$ cat config.mk
export PLATFORM = sky130hd
export DESIGN_NAME = proc_sequencer
export DESIGN_NICKNAME = d
export VERILOG_FILES = /design/src/rtl/proc_sequencer.sv
export SDC_FILE = /design/constraint.sdc
export NUM_CORES = 1
export LEC_CHECK = 0
export CORE_MARGIN = 2
export CORE_UTILIZATION = 45
export DETAILED_ROUTE_END_ITERATION = 6
export PLACE_DENSITY_LB_ADDON = 0.1
export SYNTH_ARGS = -nofsm -noshare
export SYNTH_HDL_FRONTEND = slang
export SYNTH_SLANG_ARGS = --single-unit
$ cat constraint.sdc
create_clock -name clk -period 5.2 [get_ports clk]
set_input_delay 1.56 -clock clk [delete_from_list [all_inputs] [get_ports clk]]
set_output_delay 1.56 -clock clk [all_outputs]
set_load 0.01 [all_outputs]
$ cat src/rtl/proc_sequencer.sv
`default_nettype none
// ============================================================================
//  Module   : proc_sequencer
//  Purpose  : Program sequencer for the 16-bit simple processor. A host loads
//             a small program memory, then `start` feeds the words one at a
//             time to the processor Run/DIN/Done interface. Each instruction
//             waits for Done under a watchdog.
//  Ports    : clk, rst (async, active-high)
//             load_en/load_addr/load_data : program memory write port
//             prog_len, start             : run control
//             proc_run, proc_din, proc_reg_rst, proc_done : processor side
//             pc, busy, finished, error, instr_count      : status
//  Revision : 1.0  initial release
// ============================================================================
module proc_sequencer #(
    parameter int N       = 16,
    parameter int DEPTH   = 16,
    parameter int AW      = 4,
    parameter int TIMEOUT = 15
) (
    input  logic          clk,
    input  logic          rst,
    input  logic          load_en,
    input  logic [AW-1:0] load_addr,
    input  logic [N-1:0]  load_data,
    input  logic [AW:0]   prog_len,
    input  logic          start,
    output logic          proc_run,
    output logic [N-1:0]  proc_din,
    output logic          proc_reg_rst,
    input  logic          proc_done,
    output logic [AW:0]   pc,
    output logic          busy,
    output logic          finished,
    output logic          error,
    output logic [7:0]    instr_count
);

    localparam int             c_WD_W    = $clog2(TIMEOUT + 1);
    localparam logic [c_WD_W-1:0] c_WD_LAST = c_WD_W'(TIMEOUT - 1);
    localparam logic [1:0]     c_OP_MVI  = 2'b01;

    typedef enum logic [2:0] {
        S_IDLE   = 3'd0,
        S_ISSUE  = 3'd1,
        S_WAIT   = 3'd2,
        S_FINISH = 3'd3,
        S_ERROR  = 3'd4
    } state_t;

    state_t              r_state, w_state_nxt;
    logic [AW:0]         r_pc, w_pc_nxt;
    logic [AW:0]         r_len, w_len_nxt;
    logic [7:0]          r_cnt, w_cnt_nxt;
    logic [c_WD_W-1:0]   r_wdog, w_wdog_nxt;
    logic                r_reg_rst, w_reg_rst_nxt;

    logic [N-1:0]        r_mem [DEPTH];
    logic                w_ready;
    logic                w_busy;
    logic [N-1:0]        w_fetch;
    logic [AW:0]         w_pc_inc;

    assign w_ready  = (r_state == S_IDLE) || (r_state == S_FINISH) ||
                      (r_state == S_ERROR);
    assign w_busy   = (r_state == S_ISSUE) || (r_state == S_WAIT);
    // The low AW bits index memory, so an immediate fetched past the last
    // word of a full-depth program wraps to word 0.
    assign w_fetch  = r_mem[r_pc[AW-1:0]];
    assign w_pc_inc = r_pc + 1'b1;

    // Program memory: no reset, writes only while not executing.
    always_ff @(posedge clk) begin
        if (load_en && w_ready) begin
            r_mem[load_addr] <= load_data;
        end
    end

    always_ff @(posedge clk or posedge rst) begin
        if (rst) begin
            r_state   <= S_IDLE;
            r_pc      <= '0;
            r_len     <= '0;
            r_cnt     <= '0;
            r_wdog    <= '0;
            r_reg_rst <= 1'b0;
        end else begin
            r_state   <= w_state_nxt;
            r_pc      <= w_pc_nxt;
            r_len     <= w_len_nxt;
            r_cnt     <= w_cnt_nxt;
            r_wdog    <= w_wdog_nxt;
            r_reg_rst <= w_reg_rst_nxt;
        end
    end

    always_comb begin
        w_state_nxt   = r_state;
        w_pc_nxt      = r_pc;
        w_len_nxt     = r_len;
        w_cnt_nxt     = r_cnt;
        w_wdog_nxt    = r_wdog;
        w_reg_rst_nxt = 1'b0;

        case (r_state)
            S_IDLE, S_FINISH, S_ERROR: begin
                if (start) begin
                    w_len_nxt     = prog_len;
                    w_pc_nxt      = '0;
                    w_cnt_nxt     = '0;
                    w_wdog_nxt    = '0;
                    w_reg_rst_nxt = 1'b1;
                    w_state_nxt   = (prog_len == '0) ? S_FINISH : S_ISSUE;
                end
            end
            S_ISSUE: begin
                // mvi: step pc now so WAIT presents the immediate word.
                if (w_fetch[7:6] == c_OP_MVI) begin
                    w_pc_nxt = w_pc_inc;
                end
                w_state_nxt = S_WAIT;
            end
            S_WAIT: begin
                if (proc_done) begin
                    w_pc_nxt   = w_pc_inc;
                    w_wdog_nxt = '0;
                    if (r_cnt != 8'hFF) begin
                        w_cnt_nxt = r_cnt + 8'd1;
                    end
                    w_state_nxt = (w_pc_inc >= r_len) ? S_FINISH : S_ISSUE;
                end else if (r_wdog == c_WD_LAST) begin
                    // TIMEOUT-th WAIT cycle with no Done: give up, pc frozen.
                    w_state_nxt = S_ERROR;
                end else begin
                    w_wdog_nxt = r_wdog + 1'b1;
                end
            end
            default: begin
                w_state_nxt = S_IDLE;
            end
        endcase
    end

    assign proc_run     = (r_state == S_ISSUE);
    assign proc_din     = w_busy ? w_fetch : '0;
    assign proc_reg_rst = r_reg_rst;
    assign pc           = r_pc;
    assign busy         = w_busy;
    assign finished     = (r_state == S_FINISH);
    assign error        = (r_state == S_ERROR);
    assign instr_count  = r_cnt;

endmodule
`default_nettype wire

==> impl_metrics.ini, run 1 <==
[worst_setup_path]
worstPathMaxFanout = 26
cp_common_cell = mux4_2
critPathKind = register to output port
cp-end-kind = output port
critPathBufInv = 2
cpPeakStageDelay_ns = 0.78
critPathSlowestCell = dfrtp_4
cp_top_family = multiplexers
crit_path_start_kind = register
cp.arrival_ns = 3.28
path_cells = buf_12 > mux4_2 > mux4_2 > and2_1 > clkdlybuf4s50_1
cp.required_ns = 3.64

[yosys]
synth.most_common_cell = edfxtp_1
ys.warnings.count = 0
synthSimpleGateAreaFrac_pct = 5.05
synth_edf_count = 256
yosysTopAreaCell = edfxtp_1
synthTopCellsByArea = edfxtp_1 (68%), mux4_2 (15%), dfrtp_1 (5.7%)
synth_compound_area_share_pct = 1.83
synthFlopType = edfxtp_1
syn_avg_cell_area_um2 = 20.0
yosysSeqAreaShare_pct = 73.5
ys_top_cells_by_count = edfxtp_1 (256), mux4_2 (78), nor2_1 (32)
synth_area_um2 = 11300
ys_ff_latch = 282
syn-num-nets = 607
syn_inst = 568
synthAdderAreaFrac_pct = 0.993
synth_top_family_by_area = multiplexers
async_reset_ff_share_pct = 9.22
synth.top_cell.area_share_pct = 67.8
ys_types = 43
synth_mux_area_share_pct = 16.4
synth_xor_xnor_area_share_pct = 0.541

[timing]
fmax_mhz = 207
skew_ns = 0.00820
tns_ns = 0
hold_viol = 0
relSlewSlack_pct = 40.2
post-route-period-util_pct = 93.1
rsz0062_at_grt = false
fin_hold_ws_ns = 0.533
slew_violations = 0
tightestPinTransition_ns = 0.892
finalCriticalPeriod_ns = 4.84
setup_viol = 0

[routing]
num_vias = 5630
drc = 0
drtPass1Iterations = 6
vias_per_cell = 5.54
drt_iter0_markers = 492
postRouteWirelength_um = 24300
wl_per_cell_um = 23.9
ant_nets = 0

[clock_network]
clock_tree.root_cell = clkbuf_16
clkLatencyLatePin_ns = 0.54
numCtsBuffers = 30
cts-resized-gates = 0
h-tree-depth = 1
clockBufferDepth = 3
cts.sinks = 282
post_cts_buffers = 0
cts_hold_buffers = 0
clk_pin_slew_worst_paths_ns = 0.06
cts_tree = done

[grt]
grt_overflow_total = 0
grt_max_degree = 33
grt_use_total_pct = 18.8
grt_pass1_wl_um = 36700
grt_pass1_vias = 6086
antenna_found_initial = 0

[power_and_ir_drop]
p_total_mw = 6.04
p_leak_nw = 4.40
power_density_nw_per_um2 = 447
ir_drop_v = 0.000304

[placed_design]
hpwlAfterDp_um = 14600
place_inst = 960
gp_congestion = 0.839
port_buffers = 63

[floorplan]
die_y_um = 163
row_count = 58
ioPinCount = 64
core_um2 = 25000
dieArea_um2 = 26500
chipWidth_um = 163
start_util_pct = 45.4

[outcome]
status = finished, final reports clean

[job]
maxCapViolCount = 0

[finish]
instances_no_fill = 1016
num-nets-final = 701
finalCoreUtilization_pct = 54.2
diodes = 0
syn_to_final_growth_pct = 19.3
drive_above_1_share_pct = 25.4

[min_path]
hold_class = register to register
## sequential cells by signal (all words and copies together), names as in the netlist
name          flops
instr_count       8
pc                5
proc_reg_rst      1
r_len             5
r_mem           256
r_state           3
r_wdog            4
## cells in the final DEF, fill, tap and decap left out, types with 6 or more instances in the layout
cell / count
edfxtp_1: 256
mux4_2: 78
clkdlybuf4s50_1: 63
clkbuf_16: 31
dfrtp_1: 23
buf_4: 22
nor2_1: 20
o21ai_0: 18
nand2_1: 18
and2_1: 17
inv_1: 11
nor2_2: 11
clkinv_2: 10
ha_1: 9
nand2b_1: 6
a21oi_1: 6
nand4_1: 6
## power by group
| group | switching, mW | total (mW) | internal (mW) |
|---|---|---|---|
| Combinational | 0.576 | 1.27 | 0.694 |
| Sequential | 0.122 | 2.69 | 2.56 |
| Clock | 0.853 | 2.09 | 1.24 |
## worst paths after layout
path	start	end	slack, ns	depth (start not counted)
max	pc[0]	proc_din[0]	0.36	5
min in group asynchronous	rst	r_wdog[2]	1.39	3
max reg2reg	r_state[0]	r_mem[3][7]	2.35	6
min reg2reg	r_len[0]	r_len[0]	0.53	1
max in group asynchronous	rst	pc[0]	3.51	3
min	r_len[0]	r_len[0]	0.53	1
## cells by family after synthesis
logic type               count (synthesis)
flip-flops                             282
AND/OR/NAND/NOR                        111
multiplexers                            85
buffers and inverters                   38
AO/OA/AOI/OAI                           36
adder cells (fa/ha/maj)                  9
XOR/XNOR                                 7
## through the flow
| step | cell area [um2] | setup slack, ns |
|---|---|---|
| 6_report | 13500 | 0.361 |
| 5_1_grt | 13500 | 0.175 |
| 4_1_cts | 13500 | 0.296 |
| 3_5_place_dp | 12500 | 0.877 |
| 3_3_place_gp | 12500 | 0.900 |
| 2_1_floorplan | 11300 | 1.48 |
## metal layers
metal	vias to the layer above	track usage, %	wire [um]
met4	0	5.07	538
met3	39	2.80	1260
met2	156	31.5	12000
met1	2930	26.1	10500
li1	2505	-	-
met5	-	0	0
## layout make-up
class	instances	area [um2]
Multi-Input combinational cell	248	2870
Clock inverter	22	194
Sequential cell	282	8340
Clock buffer	34	787
Inverter	11	41.3
Tap cell	330	413
Timing Repair Buffer	89	876
Fill cell	1945	11400
Note: power is estimated with default switching activity, not from simulation.
==> inputs of run 2 (changes only) <==
Settings changed: GPL_ROUTABILITY_DRIVEN from default to 1, PLACE_DENSITY_LB_ADDON 0.1 to 0.05.
==> impl_metrics.ini, run 2 (same netlist as run 1, synthesis figures left out) <==
[outcome]
status = finished, final reports clean

[worst_setup_path]
cp.arrival_ns = 3.32
rrSetupSlack_ns = 2.43
r2r-end = pc[2]
r2r_start = pc[0]
crit_end = proc_din[0]
cp.required_ns = 3.64
cp-end-kind = output port
worstPathMaxFanout = 30
critPathKind = register to output port
startpoint = pc[0]
ff2ff_path_depth = 7
crit_path_start_kind = register

[clock_network]
cts.sinks = 282
clock_tree.root_cell = clkbuf_16
clockBufferDepth = 3
h-tree-depth = 1
cts-resized-gates = 0
cts_tree = done
clkLatencyLatePin_ns = 0.56
post_cts_buffers = 0
cts_hold_buffers = 0
clk_pin_slew_worst_paths_ns = 0.06
numCtsBuffers = 29

[grt]
grt_overflow_total = 0
antenna_found_initial = 0
grt_pass1_vias = 5874
grt_use_total_pct = 19.1
grt_max_degree = 49
grt_pass1_wl_um = 36800

[routing]
num_vias = 5629
drtPass1Iterations = 5
drc = 0
drt_iter0_markers = 388
ant_nets = 0
postRouteWirelength_um = 24700
wl_per_cell_um = 24.4
vias_per_cell = 5.56

[timing]
rsz0062_at_grt = false
relSlewSlack_pct = 31.9
post-route-period-util_pct = 93.9
finalCriticalPeriod_ns = 4.88
hold_viol = 0
fmax_mhz = 205
setup_viol = 0
slew_violations = 0
skew_ns = 0.0121
tns_ns = 0
tightestPinTransition_ns = 1.02
fin_ws_ns = 0.316

[placed_design]
port_buffers = 63
hpwlAfterDp_um = 14000
gp_congestion = 0.738
pre_cts_ws_ns = 0.835

[finish]
layout_commonest_cell = edfxtp_1
mostFrequentLayoutCells = edfxtp_1 (256), mux4_2 (78), clkdlybuf4s50_1 (63)
drive_above_1_share_pct = 23.4
num-nets-final = 699
top_register = r_mem
syn_to_final_growth_pct = 18.0
diodes = 0
largest_reg_flops = 256

[power_and_ir_drop]
ir_drop_v = 0.000312
power_density_nw_per_um2 = 437
p_leak_nw = 4.32

[floorplan]
start_util_pct = 45.4
ioPinCount = 64
chipWidth_um = 163
core_um2 = 25000
die_y_um = 163
row_count = 58
dieArea_um2 = 26500

[min_path]
hold_class = register to register

[job]
maxCapViolCount = 0
run 2: changes by cell type in the layout (fill, tap and decap cells not counted), moves of 2 or more:
| cell | change |
|---|---|
| clkbuf_1 | +6 |
| clkinv_2 | -6 |
| clkinv_1 | +5 |
| buf_12 | -2 |
| bufinv_16 | -2 |
| clkbuf_16 | -2 |
| clkinvlp_4 | -2 |
run 2: layout make-up:
type	instances	area (um2)
flip-flops and latches	282	8340
multi-input cells	248	2870
well taps	330	413
fillers	2001	11600
repair buffers	88	843
clock buffers	38	759
clock inverters	16	108
inverters	11	41.3
run 2: how the worst min path moves through the flow:
stage,cells past startpoint,end,from,slack [ns]
after CTS,1,r_len[0],r_len[0],0.52
after global routing,1,r_len[0],r_len[0],0.54
after detailed placement,1,r_len[0],r_len[0],0.51
final,1,r_len[0],r_len[0],0.51
after floorplan,1,r_len[0],r_len[0],0.48
after global placement,1,instr_count[4],instr_count[4],0.50
run 2: worst max-delay path, stage by stage, from the launching register on:
cell and delay, ns:
dfrtp_4 0.72, buf_12 0.32, mux4_2 0.56, mux4_2 0.48
and2_1 0.18, clkdlybuf4s50_1 0.47
run 2: layer usage:
metal,up-vias,track usage [%],wire length [um]
met5,-,0,0
met4,0,3.86,487
met3,35,2.83,858
met2,107,33.9,12900
met1,3001,25.4,10500
li1,2486,-,-
run 2: where the power goes:
group	internal [mW]	switching (mW)	leakage [nW]	total, mW
clock	1.08	0.826	0.423	1.90
combinational	0.683	0.597	1.25	1.28
sequential	2.56	0.101	2.65	2.66
total	4.32	1.52	4.32	5.85
run 2: per-stage QoR:
stage	cells	total power [mW]	utilization [%]	cell area, um2	hold WS [ns]
6_report	1013	5.85	53.6	13400	0.514
3_3_place_gp	959	4.00	50.1	12500	0.505
3_5_place_dp	959	4.02	50.1	12500	0.506
2_1_floorplan	568	3.55	-	11300	0.485
5_1_grt	1013	6.10	53.6	13400	0.544
4_1_cts	1013	5.92	53.6	13400	0.519
==> edit 1: new RTL, config.mk and constraints of run 2 <==
The parameter `N` goes from 16 to 24.
--- a/src/rtl/proc_sequencer.sv
+++ b/src/rtl/proc_sequencer.sv
@@ -13,7 +13,7 @@
 //  Revision : 1.0  initial release
 // ============================================================================
 module proc_sequencer #(
-    parameter int N       = 16,
+    parameter int N       = 24,
     parameter int DEPTH   = 16,
     parameter int AW      = 4,
     parameter int TIMEOUT = 15
Interface: changed (resized load_data and proc_din); port bits go from 64 to 80. No check against the original RTL was run, so the function may have changed too.
==> edit 1 against run 2 <==
- synthesized area grew 44%
- wire length grew 46%
- non-clock buffer count grew 21
- design area grew 42%
- critical path depth is the same
- sequential cell count grew 128
- die area grew 42%
- clock power grew 53%
- worst setup slack gained 0.026 ns
- synthesized cell count grew 33%
- total power grew 45%
- critical endpoint is now proc_din[20]
- largest power group unchanged
- highest routed layer unchanged
==> edit 1: results (changes against run 2) <==
drt wl/cell=26.4 um (+8.3%); critical path's top delay family=multiplexers; slew margin rel.=31.1% (-0.75 points); CP arrival=3.30 ns (-0.02 ns); initial antenna violation count=0 (unchanged); post-CTS setup buffer count=0 (unchanged); GRT Resource Usage Total=19.3% (+0.16 points); register area share after synthesis=74.8% (+1.3 points); Min Hold Slack=0.530 ns (+0.0160 ns); Synth top cells by count=384 x edfxtp_1, 107 x mux4_2, 32 x nor2_1; Clk Latency, worst-skew pair=0.53 ns (-0.03 ns); pin count of the biggest net entering global routing=43 (-12%); Mapped Cells=754 (+33%); Worst-path clk slew=0.06 ns (about the same); Post-Syn Nets=801 (+32%); synth top area cells=edfxtp_1 71%, mux4_2 15%, dfrtp_1 4.0%; PostCTS Resize Cnt=0 (unchanged); DP Wirelength=19500 um (+39%); reg2reg setup slack=2.54 ns (+0.11 ns); htree depth=2 (+1); Post-synth EDFFs=384 (+50%); fraction of registers with async set/reset=6.34% (-2.9 points); drt first pass iters=5 (unchanged); Filler cells=2767 (+38%); TritonCTS Buffers=43 (+48%); crit-path max FO=24 (-20%); TNS Setup=0 ns (unchanged); Synthesis Warnings=0 (unchanged); ys flop type=edfxtp_1; dpl cell area=0.0177 mm^2 (+42%); dpl cells=1287 (+34%); PortBufs=79 (+25%); Largest Register=r_mem; Top Metal Used=met4; CTS root buffer=clkbuf_16; Largest register FFs=384 (+50%); clk_skew=0.0137 ns (+0.00158 ns); leakage power=6.08 nW (+41%); Final nets=918 (+31%); final WL=36000 um (+46%); status=finished, final reports clean; Hold Path Class=flop to flop; DRT iter0 DRCs=593 (+53%); diode count=0 (unchanged); slowest cell delay on critical path=0.62 ns (-0.10 ns); WL met2=18200 um (+41%); VDD IR-drop max=0.261 mV (-16%); Synth cell types=44 (+2.3%); vias in the first global route=8312 (+42%); wl on met1=15500 um (+48%); post-DR vias/cell=5.80 (+4.4%); layout cells sized above 1=24.3% (+0.85 points); global placer's final weighted congestion=0.830 (+12%); Slowest cell on crit path=dfrtp_4; Bufs on Longest Clock Path=3 (unchanged); first-pass GRT wire length=53800 um (+46%); met3 wire len=1630 um (+90%)
edit 1: final timing paths:
| check | start | to | cells past startpoint |
|---|---|---|---|
| max in group asynchronous | rst | pc[1]$_DFFE_PP0P_ | 2 |
| hold reg to reg | r_len[0]$_DFFE_PP0P_ | r_len[0]$_DFFE_PP0P_ | 1 |
| setup reg to reg | r_state[0]$_DFFE_PP0P_ | r_mem[1][14]$_DFFE_PP_ | 6 |
| hold / removal | r_len[0]$_DFFE_PP0P_ | r_len[0]$_DFFE_PP0P_ | 1 |
| min in group asynchronous | rst | instr_count[7]$_DFFE_PP0P_ | 2 |
| setup / recovery | pc[0]$_DFFE_PP0P_ | proc_din[20] | 5 |
edit 1: layout make-up:
cell class / count / area share (%)
Timing Repair Buffer: 109 / 5.53
Multi-Input combinational cell: 296 / 20.3
Sequential cell: 410 / 64.0
Clock inverter: 26 / 1.16
Clock buffer: 50 / 5.79
Inverter: 11 / 0.217
Tap cell: 461 / 3.03
edit 1: cell families (layout without fill, tap and decap cells):
group	after synthesis	after routing	synth area share, %
buf+inv	48	196	1.78
simple gates	119	119	3.83
flops	410	410	74.8
mux	125	125	17.2
fa+ha+maj	9	9	0.692
compound gates	36	36	1.28
xor+xnor	7	7	0.377
edit 1: power by group:
part	total (W)	switching, W	internal (W)
combinational	0.00175	0.000809	0.000937
clock	0.00290	0.00119	0.00171
sequential	0.00385	0.000126	0.00372
total	0.00849	0.00212	0.00637
edit 1: metrics by stage:
| step | setup WS, ns | power (W) | util [%] |
|---|---|---|---|
| global placement | 0.858 | 0.00566 | 49.8 |
| detailed placement | 0.843 | 0.00570 | 49.8 |
| CTS | 0.282 | 0.00861 | 53.6 |
| global route | 0.154 | 0.00887 | 53.6 |
| finish | 0.342 | 0.00849 | 53.6 |
| floorplan | 1.10 | 0.00509 | - |
edit 1: metal layers:
metal / GRT usage, % / vias up
li1: - / 3366
met1: 26.5 / 4292
met2: 32.6 / 198
met3: 3.37 / 51
met4: 4.32 / 0
met5: 0 / -
==> edit 2: new RTL, flow settings as in run 2 <==
Without the edit above. Remove the register `r_reg_rst`: a continuous assignment takes its place, so the output `proc_reg_rst` follows one clock earlier.
--- a/src/rtl/proc_sequencer.sv
+++ b/src/rtl/proc_sequencer.sv
@@ -83,16 +83,16 @@
             r_len     <= '0;
             r_cnt     <= '0;
             r_wdog    <= '0;
-            r_reg_rst <= 1'b0;
         end else begin
             r_state   <= w_state_nxt;
             r_pc      <= w_pc_nxt;
             r_len     <= w_len_nxt;
             r_cnt     <= w_cnt_nxt;
             r_wdog    <= w_wdog_nxt;
-            r_reg_rst <= w_reg_rst_nxt;
         end
     end
+
+    assign r_reg_rst = w_reg_rst_nxt;
 
     always_comb begin
         w_state_nxt   = r_state;
Function: changed (Yosys sat finds a counterexample within 4 cycles, from zero or initial values and one cycle with rst high).
==> edit 2 against run 2 <==
- via count up 0.12%
- highest routed layer unchanged
- worst setup slack better by 0.12 ns
- sequential cell count down 1
- design area down 0.18%
- largest cell class unchanged
- synthesized area down 0.22%
- wire length down 2.5%
- die area down 0.21%
- total power down 0.48%
- register-to-register slack better by 0.05 ns
- critical path depth unchanged
- critical endpoint is now proc_din[7]
- clock skew down 0.0049 ns
==> edit 2: results (changes against run 2) <==
status=finished, final reports clean; global placer's final weighted congestion=0.752 (+1.9%); Filler cells=2009 (+0.40%); reg2reg setup slack=2.48 ns (+0.05 ns); via count=5636 (+0.12%); Post-Syn Nets=606 (-0.16%); post-synth top area share=67.9% (+0.15 points); Synth top cells by count=256 x edfxtp_1, 78 x mux4_2, 32 x nor2_1; Final nets=700 (+0.14%); Synthesis Warnings=0 (unchanged); mean post-synth cell area=20.0 um^2 (about the same); DP Wirelength=13700 um (-2.3%); fraction of registers with async set/reset=8.90% (-0.32 points); WHS Endpoint=r_len[0]$_DFFE_PP0P_; CP arrival=3.21 ns (-0.11 ns); Hold Path Class=flop to flop; pin count of the biggest net entering global routing=37 (-24%); drt first pass iters=6 (+1); Largest Register=r_mem; synth top area cells=edfxtp_1 68%, mux4_2 16%, dfrtp_1 5.5%; Bufs on Longest Clock Path=3 (unchanged); clk_skew=0.00723 ns (-0.00489 ns); DRT iter0 DRCs=414 (+6.7%); CTS root buffer=clkbuf_16; FF-to-FF End=pc[0]$_DFFE_PP0P_; Psw=0.00151 W (-0.99%); leakage power=4.32 nW (about the same); Hold Path Depth=1 (unchanged); dpl cell area=0.0125 mm^2 (-0.18%); post-DR vias/cell=5.56 (+0.12%); Final min period=4.77 ns (-0.116 ns); worst r2r src=pc[0]$_DFFE_PP0P_; drt wl/cell=23.8 um (-2.5%); vias in the first global route=5866 (-0.14%); worst slack at placement=0.756 ns (-0.0792 ns); VDD IR-drop max=0.343 mV (+10%); CP endpoint=proc_din[7]; sequential power=0.00263 W; first-pass GRT wire length=35900 um (-2.4%); worst slew pin tran=1.05 ns (+0.0244 ns); dpl cells=960 (+0.10%); register area share after synthesis=73.5% (about the same); Clk Latency, worst-skew pair=0.54 ns (-0.02 ns); layout cells sized above 1=24.7% (+1.3 points); GRT Resource Usage Total=18.6% (-0.52 points); crit-path max FO=19 (-37%)
edit 2: cell count changes after synthesis, sizes merged:
cell and change:
dfrtp -1
edit 2: per-layer routing:
layer | up-vias | global-route usage, % | routed length (um)
met5 | - | 0 | 0
met4 | 0 | 3.42 | 366
met3 | 29 | 2.55 | 1040
met2 | 107 | 33.7 | 12500
met1 | 3011 | 24.4 | 10200
li1 | 2489 | - | -
edit 2: metrics by stage:
step | hold WS (ns) | util (%) | total power, W
finish | 0.531 | 53.5 | 0.00582
global route | 0.557 | 53.5 | 0.00608
CTS | 0.536 | 53.5 | 0.00590
detailed placement | 0.523 | 50.0 | 0.00400
global placement | 0.508 | 50.0 | 0.00399
floorplan | 0.485 | - | 0.00353
edit 2: critical path, cell delays in order, from the launching register on:
cell and delay [ns]:
dfrtp_4 0.57, buf_4 0.40, mux4_2 0.57, mux4_2 0.48, and2_1 0.18, clkdlybuf4s50_1 0.48
edit 2: cell type report:
| type | instances | area, um^2 | share of cell area, % |
|---|---|---|---|
| clock buffer | 35 | 748 | 5.60 |
| sequential | 281 | 8320 | 62.3 |
| multi-input combinational | 248 | 2870 | 21.5 |
| inverter | 11 | 41.3 | 0.309 |
| clock inverter | 18 | 118 | 0.881 |
| tap | 330 | 413 | 3.09 |
| timing repair buffer | 90 | 846 | 6.33 |
edit 2: kinds of logic (layout without fill, tap and decap cells):
logic type	count (synthesis)	in the layout	synth area share [%]
buffers and inverters	38	154	1.63
muxes	85	85	16.5
adders and majority gates	9	9	0.995
xor gates and xnor gates	7	7	0.542
and+or+nand+nor	111	111	5.06
DFF	281	281	73.5
AOI/OAI and AO/OA	36	36	1.84
